[src/rtl/hls_phi_add_stage.sv]
// Phi/branch/add datapath slice: selects a phi operand by the last block left,
// adds an addend to it, and registers the sum with a valid flag.
module hls_phi_add_stage #(
    parameter int WIDTH    = 32,
    parameter int NB_PAIR  = 2,
    parameter int BB_WIDTH = 32
) (
    input  logic                        clk,
    input  logic                        rst,
    input  logic [NB_PAIR*WIDTH-1:0]    phi_in,
    input  logic [NB_PAIR*BB_WIDTH-1:0] phi_s,
    input  logic                        br_en,
    input  logic [BB_WIDTH-1:0]         br_src,
    input  logic [WIDTH-1:0]            addend,
    input  logic                        en,
    output logic [BB_WIDTH-1:0]         last_block,
    output logic [WIDTH-1:0]            phi_out,
    output logic [WIDTH-1:0]            sum,
    output logic [WIDTH-1:0]            res_q,
    output logic                        res_valid
);

    logic [BB_WIDTH-1:0] last_block_q;
    logic [BB_WIDTH-1:0] last_block_d;
    logic [WIDTH-1:0]    res_d;
    logic                res_valid_q;
    logic                res_valid_d;
    logic [WIDTH-1:0]    phi_out_s;
    logic [WIDTH-1:0]    sum_s;
    logic                found_s;

    // Phi select: the lowest-indexed pair whose block ID matches wins; no match gives zero.
    always_comb begin
        phi_out_s = {WIDTH{1'b0}};
        found_s   = 1'b0;
        for (int k = 0; k < NB_PAIR; k++) begin
            if (!found_s && (phi_s[k*BB_WIDTH +: BB_WIDTH] == last_block_q)) begin
                phi_out_s = phi_in[k*WIDTH +: WIDTH];
                found_s   = 1'b1;
            end else begin
                phi_out_s = phi_out_s;
                found_s   = found_s;
            end
        end
    end

    // Modular adder; the carry out is intentionally dropped.
    always_comb begin
        sum_s = phi_out_s + addend;
    end

    // Next-state for branch tracking and the result register.
    always_comb begin
        if (br_en) begin
            last_block_d = br_src;
        end else begin
            last_block_d = last_block_q;
        end
        if (en) begin
            res_d       = sum_s;
            res_valid_d = 1'b1;
        end else begin
            res_d       = res_q;
            res_valid_d = 1'b0;
        end
    end

    // State registers with asynchronous active-low reset.
    always_ff @(posedge clk or negedge rst) begin
        if (!rst) begin
            last_block_q <= {BB_WIDTH{1'b0}};
            res_q        <= {WIDTH{1'b0}};
            res_valid_q  <= 1'b0;
        end else begin
            last_block_q <= last_block_d;
            res_q        <= res_d;
            res_valid_q  <= res_valid_d;
        end
    end

    assign last_block = last_block_q;
    assign res_valid  = res_valid_q;
    assign phi_out    = phi_out_s;
    assign sum        = sum_s;

endmodule

[config.mk]
export PLATFORM = sky130hd
export DESIGN_NAME = hls_phi_add_stage
export DESIGN_NICKNAME = d
export VERILOG_FILES = /design/src/rtl/hls_phi_add_stage.sv
export SDC_FILE = /design/constraint.sdc
export NUM_CORES = 1
export LEC_CHECK = 0
export BUFFER_PORTS_ARGS = -buffer_cell sky130_fd_sc_hd__buf_2
export CORE_MARGIN = 1.5
export CORE_UTILIZATION = 25
export DETAILED_ROUTE_END_ITERATION = 7
export PLACE_DENSITY = 0.51
export SLEW_MARGIN = 40
export SYNTH_ARGS = -nofsm -noshare
export SYNTH_HDL_FRONTEND = slang
export SYNTH_SLANG_ARGS = --single-unit
[constraint.sdc]
create_clock -name clk -period 6.8 [get_ports clk]
set_clock_uncertainty 0.1 [all_clocks]
set_input_delay 1.02 -clock clk [delete_from_list [all_inputs] [get_ports clk]]
set_output_delay 1.02 -clock clk [all_outputs]
set_load 0.03 [all_outputs]
==> metrics, run 1 <==
status=finished clean; Root Buffer=clkbuf_16; IO Pins=325; DP HPWL=17440 um; Total Routed Length=21000 um; vias per inst=4.784; setup TNS=0 ps; detailed-route via count=5702; Rows=53; post-synthesis cell count=586; register bit total from synthesis=65; Routed Antenna Nets=0; Buf/Inv on CP=2; worst skew pair latency=340 ps; Worst Hold Path Cells=2; Fmax=156.1 MHz; Worst Setup Start Kind=input pin; Leakage=3.769 nW; Post-Synth Adder-Cell Area=0.07707; chip width=148.5 um; Synth Area in Compound Gates=0.1612; Critical Path AT=5290 ps; Area Growth Syn to Fin=45.01%; number of synthesized flops with an enable pin=0; Clk pin slew, worst setup/hold paths=60 ps; simple-gate share of the synthesized area=0.1655; cts hold-fix bufs=0; Min-Delay Endpoint=res_q[23]; gpl congestion=0.8383; highest-count cells in the layout ignoring fill and taps=323 x buf_2, 65 x dfrtp_1, 61 x nand2_1; YS warnings=0; final hold violations=0; FF-to-FF setup slack=2050 ps; initial antenna violation count=3; Max-cap violations=0; Port Buffer Count=324; FF/Latch Area=0.001627 sq mm; layout cells sized above 1=0.4623; total gr overflow=0; post-synthesis xor/xnor area fraction=0.1456; CTS resizes=0; RSZ-0062 raised after global routing=no; Critical Path Most Common Cell=buf_2; DR pass1 iterations=4; CTS tree=done; drt drc=0; Slew HR=0.4697; pin count of the biggest net entering global routing=66; Avg Inst Size Synth=9.032 sq um; worst reg2reg endpoint=res_q[28]; gr usage total=0.1896; final worst-path cycle share=0.9424; sequential-to-total area share from yosys stat=0.3073; hold path start=res_q[23]; total die area=0.02205 sq mm; postcts setup bufs=0; Fillers=2214; worst r2r src=last_block[19]; fin crit period=6408 ps; Sinks on Clock Net=65; Bufs on Longest Clock Path=2; CP Class=input pin to output port; leading cell type in the layout, fill and taps excluded=buf_2; Layout Nets=1138; Max Fanout on Critical Path=12; synth unique cells=51; power per cell area=182.4 mW/mm^2; number of buffers created by CTS=9; R2R depth=17; die height=148.5 um; VDD IR max=0.1273 mV; starting density of the core=0.2534; Most used DFF post-synth=dfrtp_1; first-pass GRT wire length=31620 um; DR iter-0 viols=153; worst-path cell chain=buf_2, xor2_1, nor4_1, nand4_1, nor2_4, nand2_1, o21ai_0, ha_1, fa_1, a21oi_1, o211ai_1, nand4b_1, a21oi_4, o31ai_2, a2111oi_2, nor2_1, xnor2_1, buf_2; largest family of logic cells by synthesized area=simple AND/OR/NAND/NOR gates; Worst-Margin Slew=795.4 ps; min-delay worst type=register to register; number of global-route vias before repair=5666; total power=1.400 mW; final setup vio count=0; CP delay by family, top=simple AND/OR/NAND/NOR gates; mux share of post-synthesis cell area=0.1227; Slowest cell on crit path=a2111oi_2; multi-input logic area=0.003590 sq mm; Pins Over Slew Limit=0; Post-Syn Nets=814; Post-Synthesis Cell Area=0.005293 sq mm; Routed WL per cell=17.61 um; CORE AREA=0.02089 sq mm; H-tree Lvls=3; slowest stage delay, CP=510 ps; ys async rst share=1.000; WP data required=5680 ps; Critical Path Sink Type=output port
==> logic make-up after synthesis <==
family / after synthesis
and+or+nand+nor: 183
AOI/OAI and AO/OA: 131
xor gates and xnor gates: 88
DFF: 65
muxes: 58
adders and majority gates: 32
buffers and inverters: 29
==> per-stage QoR <==
stage	std cells	instance area, sq um	hold slack, ps	util	setup WS [ps]
finish	1192	7675	384.2	0.3674	391.9
global route	1190	7670	406.2	0.3672	31.14
CTS	1190	7657	383.3	0.3666	91.07
detailed placement	1174	7313	368.3	0.3501	106.6
global placement	1174	7310	364.1	0.3499	197.7
floorplan	586	5293	569.0	-	287.7
==> Yosys cell counts (all sizes together), types with 2 or more instances <==
cell type	count	area share
o31ai	7	0.014
a21oi	33	0.033
clkbuf	19	0.013
inv	6	0.0043
nor3	8	0.0085
nor2	28	0.020
dfrtp	65	0.31
a21o	9	0.013
nor2b	4	0.0047
nand2b	8	0.0095
o21bai	4	0.0057
mux2	55	0.12
o21ai	51	0.048
xnor2	45	0.074
nand3	38	0.036
a31o	3	0.0050
mux2i	3	0.0057
o21a	4	0.0057
a31oi	4	0.0047
nand2	61	0.043
xor2	43	0.071
o311ai	4	0.011
a211oi	4	0.0057
and2	3	0.0035
ha	31	0.073
nand4	15	0.018
nor3b	2	0.0028
and3	2	0.0024
buf	4	0.0028
nor4	10	0.012
==> sequential cells by signal, summed over array words and instances (netlist names) <==
register    flops
last_block     32
res_q          32
res_valid       1
==> worst register-to-register path, cell delays in order (launching register included) <==
cell and delay [ps]:
dfrtp_1 440, xor2_1 230, nor4_1 460, nand4_1 340, nor2_4 350, nand2_1 80
o21ai_0 110, ha_1 260, fa_1 230, a21oi_1 120, o211ai_1 310, nand4b_1 290
a21oi_4 270, o31ai_2 100, a2111oi_2 510, buf_4 190, mux2i_1 170, nand2_1 70
==> worst max-delay path by stage <==
stage	start	end	slack (ps)	depth (start not counted)
finish	phi_s[19]	sum[28]	390	18
global route	phi_s[19]	sum[28]	30	18
CTS	phi_s[29]	sum[28]	90	19
detailed placement	phi_s[29]	sum[28]	110	19
global placement	phi_s[29]	sum[28]	200	19
floorplan	phi_s[32]	sum[28]	290	16
==> layer usage <==
metal  wire [um]  GRT usage
met1        8195     0.2136
met5          18          0
met3        1591    0.05092
met2       10830     0.3491
met4         361    0.05248
==> report_power, final <==
part           internal, mW  total, mW  switching, mW
clock network         0.361      0.558          0.198
registers             0.425      0.466         0.0411
logic                 0.153      0.376          0.222
==> area by class of cell <==
type                       count  area share
clock buffer                  10     0.02983
antenna                        2   0.0006521
inverter                       6    0.002934
timing repair buffer         336      0.2271
sequential                    65      0.2119
multi-input combinational    492      0.4677
tap                          275     0.04483
clock inverter                 6     0.01500
Power figures use the tool's default switching activity.
==> inputs of run 2 (changes only) <==
--- a/config.mk
+++ b/config.mk
@@ -5,11 +5,11 @@
 export SDC_FILE = /design/constraint.sdc
 export NUM_CORES = 1
 export LEC_CHECK = 0
-export BUFFER_PORTS_ARGS = -buffer_cell sky130_fd_sc_hd__buf_2
 export CORE_MARGIN = 1.5
 export CORE_UTILIZATION = 25
 export DETAILED_ROUTE_END_ITERATION = 7
-export PLACE_DENSITY = 0.51
+export DONT_BUFFER_PORTS = 1
+export PLACE_DENSITY = 0.38
 export SLEW_MARGIN = 40
 export SYNTH_ARGS = -nofsm -noshare
 export SYNTH_HDL_FRONTEND = slang
==> run 2 against run 1 <==
  * Sequential share of layout area rose by 4.2 points
  * Critical path depth did not move
  * Design area decreased by 16%
  * Utilization is 6.0 points lower
  * Hold slack lost 120 ps
  * Flip-flop and latch count stayed put
  * Total power down 13%
  * Highest routed layer is now met4
==> metrics, run 2 (synthesis gave the netlist of run 1 again) <==
Worst-Margin Slew=877.7 ps (+82.31 ps); IO Pins=325 (unchanged); FF/Latch Area=0.001627 sq mm (unchanged); pre-CTS setup slack=157.7 ps (+51.06 ps); gr usage total=0.1736 (-0.01604); Bufs on Longest Clock Path=2 (unchanged); status=finished clean; CP Class=input pin to output port; Total Routed Length=19620 um (-6.5%); Root Buffer=clkbuf_16; total die area=0.02205 sq mm (unchanged); placed inst area=0.006083 sq mm (-17%); final core occ=0.3072 (-0.06020); power per cell area=190.7 mW/mm^2 (+4.6%); die height=148.5 um (unchanged); number of global-route vias before repair=4947 (-13%); crit path from=phi_s[10]; WP data required=5680 ps (about the same); total power=1.224 mW (-13%); chip width=148.5 um (unchanged); non-filler cells, final=912 (-23%); most crowded layer after global routing=met2; leading cell type in the layout, fill and taps excluded=dfrtp_1; CORE AREA=0.02089 sq mm (unchanged); VDD IR max=0.1010 mV (-21%); fin crit period=6389 ps (-19.34 ps); Fillers=2203 (-0.50%); Rows=53 (unchanged); CTS tree=done; worst r2r src=last_block[10]; met1 usage=0.1828 (-0.03076); worst skew pair latency=340 ps (about the same); pin count of the biggest net entering global routing=66 (unchanged); Slew HR=0.4106 (-0.05908); vias per inst=5.224 (+9.2%); Worst Setup Start Kind=input pin; first-pass GRT wire length=28520 um (-9.8%); DP HPWL=16070 um (-7.8%); Critical Path Sink Type=output port; detailed-route via count=4764 (-16%); cts hold-fix bufs=0 (unchanged); H-tree Lvls=3 (unchanged); gpl congestion=0.8582 (+2.4%); total gr overflow=0 (unchanged); drt drc=0 (unchanged); post-layout worst setup margin=411.3 ps (+19.34 ps); RSZ-0062 raised after global routing=no; Routed Antenna Nets=0 (unchanged); Pins Over Slew Limit=0 (unchanged); Layout Nets=860 (-24%); final setup vio count=0 (unchanged); Post-Place Cells=895 (-24%); Routed WL per cell=21.52 um (+22%); Max-cap violations=0 (unchanged); setup TNS=0 ps (unchanged); Area Growth Syn to Fin=21.25%; smallest hold slack=265.7 ps (-118.5 ps); min-delay worst type=input pin to asynchronous set/reset pin; final hold violations=0 (unchanged); final worst-path cycle share=0.9395 (-0.002844); initial antenna violation count=0 (-3); Port Buffer Count=0 (-100%); GR Util met3=0.04417 (-0.006748); Sinks on Clock Net=65 (unchanged); Leakage=2.713 nW (-28%); met2 usage=0.3295 (-0.01953); post-route cell area=0.006417 sq mm (-16%); Max Fanout on Critical Path=28 (+16); Critical Path AT=5270 ps (-20 ps); multi-input logic area=0.003633 sq mm (+1.2%); FF-to-FF setup slack=1750 ps (-300 ps); DR pass1 iterations=4 (unchanged); highest-count cells in the layout ignoring fill and taps=65 x dfrtp_1, 61 x nand2_1, 55 x mux2_2; Antenna diodes=0 (-2); Clk pin slew, worst setup/hold paths=60 ps (about the same); Fmax=156.5 MHz (+0.30%); DR iter-0 viols=156 (+2.0%); starting density of the core=0.2534 (unchanged); number of buffers created by CTS=9 (unchanged); layout cells sized above 1=0.2339 (-0.2284)
==> run 2: power breakdown <==
group / total [mW] / internal (mW) / switching [mW]
sequential: 0.549 / 0.423 / 0.126
clock: 0.493 / 0.295 / 0.198
combinational: 0.182 / 0.0900 / 0.0918
==> run 2: worst paths after layout <==
check | cells after the start | end
worst max-delay path | 18 | sum[29]
worst min-delay path | 0 | res_q[22]
worst max register to register | 18 | res_q[22]
worst min register to register | 2 | res_q[27]
max in group asynchronous | 0 | last_block[7]
min in group clk | 2 | res_q[27]
==> run 2: final cells by class <==
cell class | instances | area share
multi-input combinational | 492 | 0.5662
sequential | 65 | 0.2535
timing repair buffer | 58 | 0.07565
tap | 275 | 0.05362
clock buffer | 10 | 0.03724
clock inverter | 6 | 0.01033
inverter | 6 | 0.003509
==> run 2: routing by layer <==
layer  share of wire  wire (um)
met5               0          0
met4           0.019        371
met3           0.086       1684
met2            0.54      10570
met1            0.36       6999
==> run 2: timing repair <==
action | in CTS | in global routing
hold endpoints to repair | 0 | 0
buffers inserted | 0 | 1
gates resized for setup | 0 | 2
endpoints found under the setup margin | 0 | 5
==> run 2: worst max-delay path, cell delays in order <==
cell and delay, ps:
xor2_1 140, nor4_1 450, nand4_1 340, nor2_4 360
buf_12 230, buf_4 170, o21ai_0 220, ha_1 410
nand2_1 70, nor2_1 200, nand4_1 130, a31oi_1 310
nor2_1 80, buf_4 170, o311ai_2 420, a31oi_1 170
xnor2_1 190, buf_4 190
